===== src/rtl/id_pool.sv =====
`default_nettype none
// ----------------------------------------------------------------------------
// id_pool : circular free-list allocator for instruction IDs with multi-port
//           release. Define ID_POOL_CHECK_EN to drop and flag bogus retires.
// Revision: 1.0
// ----------------------------------------------------------------------------
module id_pool #(
    parameter  int MAX_IDS      = 8,
    parameter  int RETIRE_PORTS = 2,
    localparam int ID_W         = $clog2(MAX_IDS)
) (
    input  logic                         clk,
    input  logic                         rst_n,
    input  logic                         flush,
    input  logic                         alloc_req,
    output logic                         alloc_valid,
    output logic [ID_W-1:0]              alloc_id,
    input  logic [RETIRE_PORTS-1:0]      retire_valid,
    input  logic [RETIRE_PORTS*ID_W-1:0] retire_id,
    output logic [ID_W:0]                free_count,
    output logic                         all_free,
    output logic                         error
);

    localparam logic [ID_W:0] c_FULL = (ID_W+1)'(MAX_IDS);

    logic [ID_W-1:0]         r_ring [MAX_IDS];
    logic [ID_W-1:0]         r_rd_ptr;
    logic [ID_W-1:0]         r_wr_ptr;
    logic [ID_W:0]           r_cnt;
    logic                    r_error;

    logic                    w_pop;
    logic [ID_W:0]           w_room;
    logic [ID_W:0]           w_acc_cnt;
    logic [RETIRE_PORTS-1:0] w_acc;
    logic [ID_W-1:0]         w_slot [RETIRE_PORTS];
    logic                    w_drop;
    logic                    w_ok;
`ifdef ID_POOL_CHECK_EN
    logic [MAX_IDS-1:0]      r_in_flight;
    logic [MAX_IDS-1:0]      w_clr;
    logic [ID_W-1:0]         w_rid;
`endif

    // Room counts the slot freed by a same-cycle pop, so cnt never exceeds MAX_IDS.
    always_comb begin
        w_pop     = alloc_req && (r_cnt != '0);
        w_room    = c_FULL - r_cnt + {{ID_W{1'b0}}, w_pop};
        w_acc_cnt = '0;
        w_acc     = '0;
        w_drop    = 1'b0;
        w_ok      = 1'b0;
`ifdef ID_POOL_CHECK_EN
        w_clr     = '0;
        w_rid     = '0;
`endif
        for (int p = 0; p < RETIRE_PORTS; p++) begin
            w_slot[p] = r_wr_ptr + w_acc_cnt[ID_W-1:0];
            if (retire_valid[p]) begin
`ifdef ID_POOL_CHECK_EN
                w_rid = retire_id[p*ID_W +: ID_W];
                w_ok  = r_in_flight[w_rid] && !w_clr[w_rid];
`else
                w_ok  = 1'b1;
`endif
                if (w_ok && (w_acc_cnt < w_room)) begin
                    w_acc[p]  = 1'b1;
                    w_acc_cnt = w_acc_cnt + (ID_W+1)'(1);
`ifdef ID_POOL_CHECK_EN
                    w_clr[w_rid] = 1'b1;
`endif
                end else begin
                    w_drop = 1'b1;
                end
            end
        end
    end

    always_ff @(posedge clk or negedge rst_n) begin
        if (!rst_n) begin
            for (int i = 0; i < MAX_IDS; i++) begin
                r_ring[i] <= ID_W'(i);
            end
            r_rd_ptr <= '0;
            r_wr_ptr <= '0;
            r_cnt    <= c_FULL;
            r_error  <= 1'b0;
        end else if (flush) begin
            for (int i = 0; i < MAX_IDS; i++) begin
                r_ring[i] <= ID_W'(i);
            end
            r_rd_ptr <= '0;
            r_wr_ptr <= '0;
            r_cnt    <= c_FULL;
        end else begin
            if (w_pop) begin
                r_rd_ptr <= r_rd_ptr + ID_W'(1);
            end
            for (int p = 0; p < RETIRE_PORTS; p++) begin
                if (w_acc[p]) begin
                    r_ring[w_slot[p]] <= retire_id[p*ID_W +: ID_W];
                end
            end
            r_wr_ptr <= r_wr_ptr + w_acc_cnt[ID_W-1:0];
            r_cnt    <= r_cnt - {{ID_W{1'b0}}, w_pop} + w_acc_cnt;
            if (w_drop) begin
                r_error <= 1'b1;
            end
        end
    end

`ifdef ID_POOL_CHECK_EN
    always_ff @(posedge clk or negedge rst_n) begin
        if (!rst_n) begin
            r_in_flight <= '0;
        end else if (flush) begin
            r_in_flight <= '0;
        end else begin
            r_in_flight <= (r_in_flight | (w_pop ? (MAX_IDS'(1) << alloc_id) : '0)) & ~w_clr;
        end
    end
`endif

    assign alloc_valid = (r_cnt != '0);
    assign alloc_id    = r_ring[r_rd_ptr];
    assign free_count  = r_cnt;
    assign all_free    = (r_cnt == c_FULL);
    assign error       = r_error;

endmodule
`default_nettype wire


===== config.mk =====
export PLATFORM = sky130hd
export DESIGN_NAME = id_pool
export DESIGN_NICKNAME = d
export VERILOG_FILES = /design/src/rtl/id_pool.sv
export SDC_FILE = /design/constraint.sdc
export NUM_CORES = 1
export LEC_CHECK = 0
export CELL_PAD_IN_SITES_DETAIL_PLACEMENT = 0
export CELL_PAD_IN_SITES_GLOBAL_PLACEMENT = 1
export CORE_MARGIN = 8
export CORE_UTILIZATION = 45
export CTS_CLUSTER_DIAMETER = 100
export DETAILED_ROUTE_END_ITERATION = 8
export GPL_TIMING_DRIVEN = 0
export PLACE_DENSITY = 0.82
export SLEW_MARGIN = 25
export SYNTH_ARGS = -nofsm -noshare
export SYNTH_HDL_FRONTEND = slang
export SYNTH_SLANG_ARGS = --single-unit

===== constraint.sdc =====
create_clock -name clk -period 4.24 [get_ports clk]
set_input_delay 0.848 -clock clk [delete_from_list [all_inputs] [get_ports clk]]
set_output_delay 0.848 -clock clk [all_outputs]
set_load 0.02 [all_outputs]

## Yosys cells after proc, flatten, opt, wreduce, memory -nomap -nowiden

Index checks and enable logic that the tools add are counted.

| storage, ports and cells | value |
|---|---|
| register bits | 35 |
| bits of input ports | 12 |
| logic and storage cells | 67 |

| operators by class | value |
|---|---|
| $add $sub $neg | 8 |
| order comparisons | 7 |
| equal/unequal tests | 1 |
| mux-type cells | 29 |
| bitwise gates (word level) | 4 |
| reductions and logical operators | 6 |

Operators with widths:

| kind | number |
|---|---|
| 24-bit two-way mux | 4 |
| 24-bit bitwise mux | 2 |
| 3-bit two-way mux | 7 |
| 3-bit demux with 3-bit select | 2 |
| 4-bit two-way mux | 4 |
| 4-bit greater-or-equal comparator (second input constant) | 3 |
| 3-bit inverter with 4-bit output | 3 |
| 3-bit binary-select mux with 3-bit select | 1 |
| 1-bit two-way mux | 9 |
| 4-bit by 1-bit less-than comparator with 1-bit output (second input constant) | 2 |
| 3-bit adder | 2 |
| 4-bit by 1-bit adder with 4-bit output | 1 |
| 4-bit by 1-bit adder with 4-bit output (second input constant) | 1 |
| 4-bit adder | 1 |
| 4-bit == test (second input constant) | 1 |
| 1-bit by 4-bit less-than comparator with 1-bit output (first input constant) | 1 |
| 4-bit less-than comparator | 1 |
| 4-bit nonzero test | 1 |
| 4-bit by 1-bit subtractor with 4-bit output | 1 |
| 4-bit subtractor (first input constant) | 1 |
| 3-bit by 1-bit adder with 3-bit output (second input constant) | 1 |
| 1-bit logical AND | 3 |
| 2-bit AND reduction | 1 |
| 2-bit nonzero test | 1 |
| 1-bit inverter | 1 |

## Depth between registers and ports, before layout

| logic depth | value |
|---|---|
| depth in word-level cells | 15 |
| gate-level depth with buffers | 23 |
| depth with buffers taken out | 22 |

## Worst setup path after synthesis

Ideal clock, no wire load.

| timing path | value |
|---|---|
| kind | reg2reg |
| from | reg r_cnt[3] (netlist: free_count[3]) |
| to | reg r_cnt[2] (netlist: free_count[2]) |
| library setup time | 0.132 ns |
| arrival | 3.892 ns |
| required time | 4.108 ns |
| slack | 0.216 ns |
| stages on the path, launching flop included | 21 |
| buffers on the path | 0 |
| clock period less this slack | 4.024 ns |
| cells stage by stage | dfstp_2 > inv_1 > ha_1 > nand2_1 > nand2_1 > ha_1 > inv_1 > ha_1 > nor2b_1 > nand2_1 > nand2_1 > inv_1 > ha_1 > nand2_1 > o21a_1 > ha_1 > inv_1 > ha_1 > fa_1 > xnor2_1 > nor2_1 |

| on the way | value |
|---|---|
| cells in the longest elaborated chain, start to end | 11 |

RTL lines:

| what | RTL line | source |
|---|---|---|
| from (decl) | 30 | `logic [ID_W:0] r_cnt;` |
| from (signal assigned) | 87 | `r_cnt <= c_FULL;` |
| from (signal assigned) | 95 | `r_cnt <= c_FULL;` |
| from (signal assigned) | 106 | `r_cnt <= r_cnt - {{ID_W{1'b0}}, w_pop} + w_acc_cnt;` |
| 4-bit nonzero test (*) | n/a |  |
| net alloc_valid | 16 | `output logic alloc_valid,` |
| 1-bit logical AND (*) | 48 | `w_pop = alloc_req && (r_cnt != '0);` |
| 4-bit by 1-bit adder with 4-bit output | 49 | `w_room = c_FULL - r_cnt + {{ID_W{1'b0}}, w_pop};` |
| 1-bit by 4-bit less-than comparator with 1-bit output | 67 | `if (w_ok && (w_acc_cnt < w_room)) begin` |
| 1-bit two-way mux | 67 |  |
| 4-bit two-way mux | 60 | `if (retire_valid[p]) begin` |
| 4-bit by 1-bit adder with 4-bit output / 4-bit less-than comparator (equally long branches) | 69, 67 |  |
| 4-bit two-way mux | 67 |  |
| 4-bit two-way mux | 60 |  |
| 4-bit adder (*) | 106 |  |
| 4-bit two-way mux (*) | 89 | `end else if (flush) begin` |

Mark *: on every way through the listed nets, which the timed path passes. The rest lies on a longest branch.
A chain may end at the register's enable or synchronous reset.

## Final worst setup path

| timing path | value |
|---|---|
| from | reg r_cnt[3] (netlist: free_count[3]) |
| to | reg r_cnt[1] (netlist: free_count[1]) |

| on the way | value |
|---|---|
| cells in the longest elaborated chain, start to end | 11 |

RTL lines:

| what | RTL line |
|---|---|
| parallel branches: the longest is 9 deep, another holds 4-bit subtractor | n/a |
| 4-bit adder (*) | 106 |
| 4-bit two-way mux (*) | 89 |

Every way passes the cells marked *.

==> reports/results.txt <==
Initial Utilization -> 0.468
CTS Buffer Depth -> 2
# diodes -> 0
setup TNS -> 0 ns
CP dominant cell by count -> ha_1
Synth Cell Area -> 2400 um^2
Syn Inst Count -> 234
FF-to-FF End -> free_count[1]$_DFF_PN0_
relative slew slack -> 0.596
Port-buffer cells -> 16
Hold Buf Count CTS -> 0
Min Clock Period, post-route -> 3.97 ns
WHS -> 0.474 ns
Worst EP required -> 4.38 ns
Area Overhead vs Synth -> 17.6%
Top delay family on crit path -> adder cells
Initial DRC Count -> 121
Ports -> 22
RSZ-0062 raised after global routing -> false
Sw Share -> 0.427
final worst-path cycle share -> 0.936
die span in y -> 89.1 um
Int Power -> 0.979 mW
max-cap viol count -> 0
Rows -> 26
max frequency -> 252 MHz
combinational fraction of design power -> 0.578
crit path launch type -> flip-flop
TritonRoute pass-1 iters -> 4
Leak Pwr -> 1.18 nW
most common cell after layout, fill and taps aside -> nor2_1
vias in the first global route -> 1,877
wire length of the first global-routing pass -> 10,000 um
final slew viol count -> 0
DRT antenna net count -> 0
part of the power in registers -> 0.281
Chip Width -> 89.1 um
final core occ -> 0.550
Total Power -> 1.71 mW
vias after detailed routing -> 1,885
Setup Skew -> 0.00814 ns
Slew @ Worst Pin -> 0.600 ns
number of flops mapped to enable cells by yosys -> 0
Worst-Skew Late Latency -> 0.29 ns
Main synth FF type -> dfrtp_1
reg-to-reg slack, setup -> 0.27 ns
crit end category -> flip-flop
Core Region -> 5140 um^2
Final nets -> 291
critical path cell sequence -> inv_1 > ha_1 > nand2_1 > nand2_2 > ha_2 > or3_4 > a41o_4 > buf_6 > nand2_2 > nand2_2 > inv_1 > ha_1 > nand2_1 > o21a_1 > ha_1 > inv_1 > ha_1 > fa_2 > nor2b_1
CP Data Arrival Time -> 4.11 ns
vias per cell -> 5.64
clock share of power -> 0.141
worst min-delay path class -> in -> async
CP bufs+invs -> 4
final hold vios -> 0
drt wl/cell -> 18.4 um
maximum VDD drop -> 0.244 mV
status -> completed
CTS root buffer -> clkbuf_8
synthesized area per cell -> 10.3 um^2
clock buffer count from CTS -> 5
sw power -> 0.729 mW
post-route cell area -> 2830 um^2
Setup CP Type -> reg -> reg
flops & latches, synth -> 35
Synth warnings -> 0
worst reg-to-reg path cell count -> 19
syn_nets -> 262
layout cells sized above 1 -> 0.220
total track usage -> 0.168
CTS tree -> yes
initial antenna violation count -> 0
register area share after synthesis -> 0.371
die footprint -> 7940 um^2
DRC -> 0
most frequent cells in the layout -> nor2_1 (25), dfrtp_1 (22), mux2i_1 (21), inv_1 (15), clkdlybuf4s50_1 (14)
Clock transition at path regs -> 0.08 ns
DP HPWL -> 4590 um
r2r startpoint -> free_count[3]$_DFF_PN1_
slowest cell delay on critical path -> 0.53 ns
Yosys cell types -> 43
FILL cells -> 491
CTS H-Tree Depth -> 2
CP max FO -> 10
pin count of the biggest net entering global routing -> 23
pwr dens -> 604 nW/um^2
Post-Route WL -> 6150 um
post-synthesis async set-or-reset flop share -> 1.00
CTS sink count -> 35
RePlAce Congestion -> 0.849
Area after DPL -> 2680 um^2
Slowest cell on crit path -> dfstp_2
remaining global-route overflow -> 0
Final Setup Violations -> 0
cell type report:
type | instances | area [um^2] | share of cell area
clock buffers | 6 | 72.6 | 0.0257
well taps | 70 | 87.6 | 0.0310
multi-input cells | 171 | 1430 | 0.505
clock inverters | 2 | 12.5 | 0.00442
inverters | 16 | 60.1 | 0.0212
repair buffers | 22 | 223 | 0.0788
plain buffers | 12 | 52.6 | 0.0186
flip-flops and latches | 35 | 892 | 0.315
Yosys cell counts, drive strengths merged (2+ instances only):
master / number / area share
fa: 2 / 0.017
xnor2: 3 / 0.011
dfrtp: 22 / 0.23
nor2b: 5 / 0.013
a211o: 4 / 0.015
ha: 14 / 0.073
buf: 2 / 0.0062
a31oi: 4 / 0.010
a211oi: 13 / 0.049
nor2: 26 / 0.041
a21o: 2 / 0.0062
a21oi: 8 / 0.023
o21a: 2 / 0.0062
mux2i: 21 / 0.087
nand3: 5 / 0.010
clkbuf: 10 / 0.016
inv: 16 / 0.025
xor2: 4 / 0.015
a221oi: 2 / 0.0073
nand2: 12 / 0.019
nand3b: 4 / 0.012
mux4: 6 / 0.056
nor3: 3 / 0.0062
dfstp: 13 / 0.14
mux2: 4 / 0.019
o21ai: 5 / 0.010
a22oi: 9 / 0.028
nor3b: 3 / 0.0094
power by group through the flow:
stage	Combinational, mW	Clock [mW]	Sequential (mW)
final	0.987	0.240	0.480
after floorplan	0.651	0	0.489
after global routing	1.09	0.261	0.488
after CTS	0.954	0.244	0.482
after detailed placement	0.921	0	0.486
after global placement	0.889	0	0.487
timing repair:
| item | CTS | global route |
|---|---|---|
| pin swaps | 0 | 2 |
| buffers inserted | 1 | 4 |
| setup endpoints to repair | 9 | 10 |
| gates cloned | 0 | 0 |
| gates resized for setup | 5 | 6 |
per-layer routing:
layer	wire (um)	global-route usage
met1	2860	0.221
met3	278	0.0368
met2	2960	0.271
met4	59	0.0483
met5	0	0
flip-flops by register name (all words and copies together), names as in the netlist:
| signal | cells |
|---|---|
| error | 1 |
| r_wr_ptr | 3 |
| r_rd_ptr | 3 |
| r_ring | 24 |
| free_count | 4 |
worst max path at each step:
stage	from	endpoint	slack (ns)	depth (start not counted)
after global routing	free_count[2]$_DFF_PN0_	free_count[1]$_DFF_PN0_	0.03	21
final	free_count[3]$_DFF_PN1_	free_count[1]$_DFF_PN0_	0.27	19
after floorplan	free_count[3]$_DFF_PN1_	free_count[2]$_DFF_PN0_	0.22	20
after CTS	alloc_req	free_count[2]$_DFF_PN0_	0.007	20
after global placement	alloc_req	free_count[2]$_DFF_PN0_	-0.46	18
after detailed placement	alloc_req	free_count[2]$_DFF_PN0_	-0.54	18
cells by family after synthesis:
| logic type | synth area share |
|---|---|
| AO/OA/AOI/OAI | 0.171 |
| XOR/XNOR | 0.0255 |
| adder cells (fa/ha/maj) | 0.0937 |
| buffers and inverters | 0.0468 |
| flip-flops | 0.371 |
| multiplexers | 0.162 |
| AND/OR/NAND/NOR | 0.130 |
stage by stage:
step,instances,worst slack [ns]
CTS,330,0.00651
finish,334,0.271
global route,334,0.0343
global placement,320,-0.456
detailed placement,321,-0.541
floorplan,234,0.216
No activity file was read; power rests on OpenSTA's default activity.
